### src/rtl/branch_ctrl.sv
// Branch resolution controller: evaluates LC-3b conditional branches, stalls on
// in-flight CC-writing loads, redirects the PC and flushes wrong-path work.
//
// state   | meaning
// IDLE    | no branch in flight; resolve immediately when CC is usable
// WAIT_CC | branch held with stall=1 until the load's memory response arrives
// FLUSH   | taken branch redirected; flush held while down-counter runs out
module branch_ctrl #(
  parameter int FLUSH_CYCLES = 2,
  parameter int CNT_W        = 16
) (
  input  logic             clk,
  input  logic             reset,
  input  logic             br_valid,
  input  logic [2:0]       nzp,
  input  logic [2:0]       cc,
  input  logic             cc_pending,
  input  logic             mem_resp,
  input  logic [2:0]       mem_nzp,
  output logic             stall,
  output logic             pc_sel,
  output logic             flush,
  output logic [1:0]       state,
  output logic [CNT_W-1:0] branch_count,
  output logic [CNT_W-1:0] taken_count,
  output logic [CNT_W-1:0] stall_count
);

  typedef enum logic [1:0] {
    IDLE    = 2'b00,
    WAIT_CC = 2'b01,
    FLUSH   = 2'b10
  } state_t;

  localparam logic [2:0]       FC_LOAD = 3'(FLUSH_CYCLES - 1);
  localparam logic [CNT_W-1:0] CNT_MAX = '1;

  state_t     state_q, state_d;
  logic [2:0] fcnt_q, fcnt_d;
  logic       resolve;
  logic       use_mem;
  logic       taken_cc, taken_mem, taken;
  logic       cc_bypass;

  // nzp==111 is unconditional and nzp==000 is never taken, so neither needs CC
  assign cc_bypass = (nzp == 3'b111) || (nzp == 3'b000);
  assign taken_cc  = (nzp == 3'b111) || (|(nzp & cc));
  assign taken_mem = (nzp == 3'b111) || (|(nzp & mem_nzp));
  assign taken     = use_mem ? taken_mem : taken_cc;
  assign state     = state_q;

  always_comb begin
    state_d = state_q;
    fcnt_d  = fcnt_q;
    stall   = 1'b0;
    pc_sel  = 1'b0;
    flush   = 1'b0;
    resolve = 1'b0;
    use_mem = 1'b0;
    unique case (state_q)
      IDLE: begin
        if (br_valid) begin
          if (cc_bypass || !cc_pending) begin
            resolve = 1'b1;
          end else if (mem_resp) begin
            resolve = 1'b1;
            use_mem = 1'b1;
          end else begin
            stall   = 1'b1;
            state_d = WAIT_CC;
          end
        end
      end
      WAIT_CC: begin
        if (!br_valid) begin
          state_d = IDLE;
        end else if (mem_resp) begin
          resolve = 1'b1;
          use_mem = 1'b1;
        end else begin
          stall = 1'b1;
        end
      end
      FLUSH: begin
        flush  = 1'b1;
        fcnt_d = fcnt_q - 3'd1;
        if (fcnt_q <= 3'd1) state_d = IDLE;
      end
      default: state_d = IDLE;
    endcase

    if (resolve) begin
      state_d = IDLE;
      if (taken) begin
        pc_sel = 1'b1;
        flush  = 1'b1;
        if (FLUSH_CYCLES > 1) begin
          state_d = FLUSH;
          fcnt_d  = FC_LOAD;
        end
      end
    end

    if (reset) begin
      stall  = 1'b0;
      pc_sel = 1'b0;
      flush  = 1'b0;
    end
  end

  always_ff @(posedge clk) begin
    if (reset) begin
      state_q      <= IDLE;
      fcnt_q       <= '0;
      branch_count <= '0;
      taken_count  <= '0;
      stall_count  <= '0;
    end else begin
      state_q <= state_d;
      fcnt_q  <= fcnt_d;
      if (resolve && branch_count != CNT_MAX) branch_count <= branch_count + CNT_W'(1);
      if (pc_sel && taken_count != CNT_MAX)   taken_count  <= taken_count + CNT_W'(1);
      if (stall && stall_count != CNT_MAX)    stall_count  <= stall_count + CNT_W'(1);
    end
  end

endmodule

### config.mk
export PLATFORM = sky130hd
export DESIGN_NAME = branch_ctrl
export DESIGN_NICKNAME = d
export VERILOG_FILES = /design/src/rtl/branch_ctrl.sv
export SDC_FILE = /design/constraint.sdc
export NUM_CORES = 1
export LEC_CHECK = 0
export BUFFER_PORTS_ARGS = -buffer_cell sky130_fd_sc_hd__buf_2
export CORE_MARGIN = 3
export CORE_UTILIZATION = 50
export CTS_CLUSTER_SIZE = 30
export DETAILED_ROUTE_END_ITERATION = 12
export PLACE_DENSITY = 0.76
export RECOVER_POWER = 50
export SYNTH_ARGS = -nofsm -noshare
export SYNTH_HDL_FRONTEND = slang
export SYNTH_SLANG_ARGS = --single-unit
### constraint.sdc
create_clock -name clk -period 2.5 [get_ports clk]
set_input_delay 0.125 -clock clk [delete_from_list [all_inputs] [get_ports clk]]
set_output_delay 0.125 -clock clk [all_outputs]
set_load 0.005 [all_outputs]
==> out/summary.txt, run 1 <==
Drt initial violations -> 108
Crit-path cells -> ha_1, nand3_1, nor4_1, and2_1, o21bai_4, or3_1, mux2_4
F_max -> 461 MHz
Final nets -> 412
I/O Buffers -> 66
Post-cts resize count -> 0
Unique masters post-synth -> 52
Worst-skew pair later-pin latency -> 0.30 ns
Fin crit share -> 0.867
Minimum clock period -> 2.17 ns
Crit Path Max Fanout -> 9
Endpoints failing setup -> 0
Syn Area/Cell -> 8.37 sq um
Synth Warn # -> 0
Synth Flop Type -> dfxtp_1
Crit path launch type -> flop
DP Cell Count -> 457
# IOs -> 67
Synthesized instance count -> 324
Outcome -> finished, final reports clean
Final Non-Filler Cells -> 465
Reg2reg start -> taken_count[0]$_SDFFE_PP0P_
Initial Utilization -> 0.524
Share of cells above drive strength 1 -> 0.195
Largest net degree at the start of global routing -> 25
Slew Limit Fails -> 0
Syn Nets -> 342
Initial antenna violation count -> 0
CP arrival -> 2.36 ns
Vias -> 2,549
Cts hold-fix bufs -> 0
WHS Path Cells -> 2
Maximum root-to-sink buffer count -> 2
DRT Wirelength -> 6390 um
CTS Root Cell -> clkbuf_8
Row cnt -> 26
R2r setup slk -> 0.33 ns
Diode count -> 0
Clock slew at reported path FFs -> 0.10 ns
Drt drc -> 0
Crit path from -> taken_count[0]$_SDFFE_PP0P_
Synth Register Bits -> 53
Final Hold Fails -> 0
First-pass GRT wire length -> 10,700 um
Lkg Pwr -> 1.24 nW
Tightest Hold Check Type -> in -> reg
Reg2reg path depth -> 7
Max H-tree Level -> 2
TritonCTS clock tree -> done
Core Area -> 5170 sq um
Routed len/inst -> 13.7 um
RSZ-0062 raised after global routing -> false
CP max-delay cell -> dfxtp_1
CP endpoint -> taken_count[5]$_SDFFE_PP0P_
TNS Setup -> 0 ns
Relative slew slack -> 0.407
Crit-path max cell delay -> 0.42 ns
# clock sinks -> 53
Sequential fraction of the synthesis area -> 0.391
Die area -> 6340 sq um
Synth async-reset ratio -> 0
Die height -> 79.6 um
Post-synth EDFFs -> 0
Max cap viols -> 0
DRT antenna net count -> 0
Grt total ovfl -> 0
GP Congestion -> 0.824
TritonCTS Buffers -> 5
WS Path Type -> reg -> reg
Synthesized cell area -> 2710 sq um
Vias per Instance -> 5.48
First-pass DRT Iterations -> 4
Worst Setup End Kind -> flop
Crit path required time -> 2.69 ns
Die span in x -> 79.6 um
Post-CTS setup buffer count -> 0
Power per Cell Area -> 522 nW/um^2
Hpwl dp -> 4800 um
Vias in the first global route -> 2,325
Worst slew pin tran -> 0.887 ns
Area grow syn2layout -> 19.8%
Gr usage total -> 0.208
R2r endpoint -> taken_count[5]$_SDFFE_PP0P_
Final Skew -> 0.00697 ns
VDD IR max -> 0.367 mV
==> layer usage <==
| metal | GRT usage | wire length [um] |
|---|---|---|
| met5 | 0 | 0 |
| met4 | 0.0481 | 44 |
| met3 | 0.0384 | 373 |
| met2 | 0.333 | 2930 |
| met1 | 0.291 | 3040 |
==> flip-flops by register name, indices dropped and copies added (netlist names) <==
register	flops
branch_count	16
fcnt_q	3
stall_count	16
state	2
taken_count	16
==> critical path, delay by kind of cell, from the launching register on <==
kind,cells,cell delay [ns]
multiplexers,1,0.30
AO/OA/AOI/OAI,1,0.20
adder cells (fa/ha/maj),1,0.21
flip-flops,1,0.42
AND/OR/NAND/NOR,4,0.93
==> final cells by class <==
class / instances / area [sq um]
clock buffer: 5 / 68.8
clock inverter: 3 / 65.1
fill: 456 / 1920
inverter: 13 / 48.8
multi-input combinational: 250 / 1570
sequential: 53 / 1060
tap: 70 / 87.6
timing repair buffer: 71 / 349
==> logic make-up after synthesis <==
group,count (synthesis),share of synthesized area
AO/OA/AOI/OAI,52,0.133
XOR/XNOR,32,0.103
adder cells (fa/ha/maj),4,0.0185
buffers and inverters,21,0.0295
flip-flops,53,0.391
multiplexers,6,0.0249
AND/OR/NAND/NOR,156,0.299
==> stage by stage <==
| step | setup slack [ns] | hold WS, ns | total power, W | instance area, sq um | util |
|---|---|---|---|---|---|
| 6_report | 0.332 | 0.172 | 0.00170 | 3250 | 0.628 |
| 5_1_grt | 0.0411 | 0.180 | 0.00177 | 3250 | 0.628 |
| 4_1_cts | 0.319 | 0.165 | 0.00171 | 3270 | 0.632 |
| 3_5_place_dp | 0.322 | 0.486 | 0.00104 | 3140 | 0.606 |
| 3_3_place_gp | 0.380 | 0.483 | 0.00104 | 3140 | 0.606 |
| 2_1_floorplan | 0.421 | 0.344 | 0.000985 | 2710 | - |
==> power breakdown <==
part           switching, W  internal, W  total [W]
Combinational     0.0000901    0.0000565   0.000147
Clock              0.000279     0.000398   0.000677
Sequential        0.0000160     0.000857   0.000873
==> how the worst min path moves through the flow <==
stage	slack, ns	end	startpoint
6_report	0.17	taken_count[14]$_SDFFE_PP0P_	reset
4_1_cts	0.17	taken_count[14]$_SDFFE_PP0P_	reset
5_1_grt	0.18	taken_count[14]$_SDFFE_PP0P_	reset
2_1_floorplan	0.34	taken_count[12]$_SDFFE_PP0P_	reset
3_5_place_dp	0.49	taken_count[14]$_SDFFE_PP0P_	reset
3_3_place_gp	0.48	taken_count[13]$_SDFFE_PP0P_	reset
==> synth_stat cells (2+ instances only) <==
| cell | instances | area (sq um) |
|---|---|---|
| a211o_1 | 2 | 17.5 |
| a211oi_1 | 3 | 22.5 |
| a21oi_1 | 19 | 95.1 |
| and2_1 | 2 | 12.5 |
| and3_1 | 4 | 25.0 |
| clkbuf_1 | 7 | 26.3 |
| dfxtp_1 | 53 | 1060 |
| ha_1 | 4 | 50.1 |
| inv_1 | 13 | 48.8 |
| mux2i_1 | 3 | 30.0 |
| nand2_1 | 19 | 71.3 |
| nand2b_1 | 2 | 12.5 |
| nand3_1 | 19 | 95.1 |
| nand4_1 | 13 | 81.3 |
| nor2_1 | 48 | 180 |
| nor2b_1 | 5 | 31.3 |
| nor3_1 | 12 | 60.1 |
| nor4_1 | 7 | 43.8 |
| nor4b_1 | 2 | 17.5 |
| o21ai_0 | 12 | 60.1 |
| o21bai_1 | 2 | 15.0 |
| or3_1 | 12 | 75.1 |
| or3_4 | 2 | 22.5 |
| xnor2_1 | 21 | 184 |
| xor2_1 | 11 | 96.3 |
==> layout by cell type (no fill, tap or decap), drive strengths merged, types with 4 or more instances in the layout <==
cell type	count
nand4	13
or3	14
buf	57
o21ai	13
xor2	11
ha	4
dfxtp	53
nor2	48
nor2b	5
nand2	19
xnor2	21
nor4	8
nand3	19
nor3	13
a21oi	19
and3	4
inv	13
clkbuf	19
No activity file was read; power rests on OpenSTA's default activity.
==> run 2, diff against run 1 <==
--- a/config.mk
+++ b/config.mk
@@ -7,11 +7,9 @@
 export LEC_CHECK = 0
 export BUFFER_PORTS_ARGS = -buffer_cell sky130_fd_sc_hd__buf_2
 export CORE_MARGIN = 3
-export CORE_UTILIZATION = 50
-export CTS_CLUSTER_SIZE = 30
+export CORE_UTILIZATION = 53
 export DETAILED_ROUTE_END_ITERATION = 12
-export PLACE_DENSITY = 0.76
-export RECOVER_POWER = 50
+export PLACE_DENSITY = 0.79
 export SYNTH_ARGS = -nofsm -noshare
 export SYNTH_HDL_FRONTEND = slang
 export SYNTH_SLANG_ARGS = --single-unit
==> out/summary.txt, run 2 (same netlist as run 1, synthesis figures left out) <==
Routed len/inst -> 13.3 um (-3.1%)
TritonCTS clock tree -> done
Initial Utilization -> 0.559 (+0.0350)
Relative slew slack -> 0.436 (+0.0282)
Post-cts resize count -> 0 (unchanged)
Final nets -> 410 (-0.49%)
CP arrival -> 2.41 ns (+0.05 ns)
WS Path Type -> reg -> reg
# clock sinks -> 53 (unchanged)
Min-delay src -> reset
CP max-delay cell -> dfxtp_1
Share of cells above drive strength 1 -> 0.232 (+0.0366)
TritonCTS Buffers -> 5 (unchanged)
WHS Path Cells -> 2 (unchanged)
Tightest Hold Check Type -> in -> reg
I/O Buffers -> 66 (unchanged)
Worst Setup End Kind -> flop
Max H-tree Level -> 2 (unchanged)
DRT antenna net count -> 0 (unchanged)
DRT Wirelength -> 6120 um (-4.1%)
Vias -> 2,542 (-0.27%)
Crit-path cells -> ha_1, nand3_1, nor4_1, and2_1, a211o_1, or2_1, mux2_1
Max cap viols -> 0 (unchanged)
R2r setup slk -> 0.29 ns (-0.04 ns)
Area grow syn2layout -> 18.7%
Layout fillers -> 429 (-5.9%)
Outcome -> finished, final reports clean
Endpoints failing setup -> 0 (unchanged)
Row cnt -> 25 (-3.8%)
Grt total ovfl -> 0 (unchanged)
Die height -> 77.5 um (-2.7%)
Gr usage total -> 0.210 (+0.00144)
CTS Root Cell -> clkbuf_8
Leading cell type in the layout, fill and taps excluded -> buf_2
Minimum clock period -> 2.21 ns (+0.0409 ns)
Reg2reg path depth -> 7 (unchanged)
VDD IR max -> 0.233 mV (-36%)
Worst slew pin tran -> 0.845 ns (-0.0422 ns)
Die area -> 6010 sq um (-5.2%)
Sequential cell area -> 1060 sq um (unchanged)
Drt drc -> 0 (unchanged)
Fin crit share -> 0.883 (+0.0164)
# IOs -> 67 (unchanged)
Die span in x -> 77.5 um (-2.7%)
Post-CTS setup buffer count -> 0 (unchanged)
Core Area -> 4850 sq um (-6.3%)
Cell family with most CP delay -> simple AND/OR/NAND/NOR gates
Crit path required time -> 2.70 ns (about the same)
Lkg Pwr -> 1.28 nW (+3.4%)
TNS Setup -> 0 ns (unchanged)
Final Skew -> 0.00593 ns (-0.00105 ns)
Reg2reg start -> taken_count[0]$_SDFFE_PP0P_
Crit path buf inv count -> 0 (unchanged)
R2r endpoint -> taken_count[11]$_SDFFE_PP0P_
Commonest cells after routing, fill and taps aside -> 66 x buf_2, 53 x dfxtp_1, 48 x nor2_1
F_max -> 453 MHz (-1.9%)
Crit path launch type -> flop
Worst slack, placed -> 0.339 ns (+0.0176 ns)
Clock slew at reported path FFs -> 0.09 ns (about the same)
GP Congestion -> 0.847 (+2.8%)
Maximum root-to-sink buffer count -> 2 (unchanged)
First-pass DRT Iterations -> 4 (unchanged)
Initial antenna violation count -> 0 (unchanged)
Power per Cell Area -> 479 nW/um^2 (-8.3%)
First-pass GRT wire length -> 10,400 um (-2.9%)
Crit Path Max Fanout -> 7 (-2)
Area of the multi-input gates -> 1570 sq um (about the same)
Vias per Instance -> 5.53 (+0.81%)
Worst Hold Path EP -> stall_count[14]$_SDFFE_PP0P_
Hpwl dp -> 4490 um (-6.6%)
RSZ-0062 raised after global routing -> false
Vias in the first global route -> 2,220 (-4.5%)
Slew Limit Fails -> 0 (unchanged)
Final Hold Fails -> 0 (unchanged)
Largest regs -> branch_count (16), stall_count (16), taken_count (16)
Drt initial violations -> 110 (+1.9%)
Worst-skew pair later-pin latency -> 0.31 ns (about the same)
Cts hold-fix bufs -> 0 (unchanged)
Crit-path max cell delay -> 0.43 ns (about the same)
Largest net degree at the start of global routing -> 37 (+48%)
Diode count -> 0 (unchanged)
Final WS setup -> 0.291 ns (-0.0409 ns)
run 2: stage by stage:
stage | hold slack (ns) | std cells | total power (W) | instance area [sq um] | util
3_5_place_dp | 0.499 | 452 | 0.00103 | 3120 | 0.643
5_1_grt | 0.264 | 460 | 0.00162 | 3220 | 0.664
3_3_place_gp | 0.489 | 452 | 0.00103 | 3120 | 0.643
6_report | 0.250 | 460 | 0.00154 | 3220 | 0.664
2_1_floorplan | 0.344 | 324 | 0.000985 | 2710 | -
4_1_cts | 0.240 | 460 | 0.00156 | 3220 | 0.664
run 2: layout make-up:
cell class | count | area share
Clock buffer | 7 | 0.0299
Clock inverter | 1 | 0.00156
Inverter | 13 | 0.0152
Multi-Input combinational cell | 250 | 0.488
Sequential cell | 53 | 0.330
Tap cell | 67 | 0.0260
Timing Repair Buffer | 69 | 0.110
run 2: worst register-to-register path: cells and delay by family, from the launching register on:
kind | cells | cell delay [ns]
AOI/OAI and AO/OA | 1 | 0.21
DFF | 1 | 0.43
and+or+nand+nor | 4 | 0.94
muxes | 1 | 0.31
adders and majority gates | 1 | 0.22
run 2: worst max path at each step:
stage / start / endpoint / cells after the start
6_report: taken_count[0]$_SDFFE_PP0P_ / taken_count[11]$_SDFFE_PP0P_ / 7
5_1_grt: taken_count[0]$_SDFFE_PP0P_ / taken_count[11]$_SDFFE_PP0P_ / 7
4_1_cts: taken_count[0]$_SDFFE_PP0P_ / taken_count[11]$_SDFFE_PP0P_ / 7
3_5_place_dp: taken_count[0]$_SDFFE_PP0P_ / taken_count[5]$_SDFFE_PP0P_ / 7
3_3_place_gp: taken_count[0]$_SDFFE_PP0P_ / taken_count[5]$_SDFFE_PP0P_ / 7
2_1_floorplan: taken_count[0]$_SDFFE_PP0P_ / taken_count[5]$_SDFFE_PP0P_ / 7
run 2: power by group:
group          switching [W]  leakage, nW  internal, W  total (W)
clock               0.000277       0.0542     0.000251   0.000528
combinational      0.0000865        0.800    0.0000543   0.000141
sequential         0.0000157        0.428     0.000857   0.000873
total               0.000379         1.28      0.00116    0.00154
run 2: routing by layer:
layer / wire length [um] / vias up / share of wire / global-route usage
li1: - / 1289 / - / -
met1: 2990 / 1176 / 0.49 / 0.283
met2: 2730 / 69 / 0.45 / 0.337
met3: 326 / 8 / 0.053 / 0.0441
met4: 74 / 0 / 0.012 / 0.0623
met5: 0 / - / 0 / 0
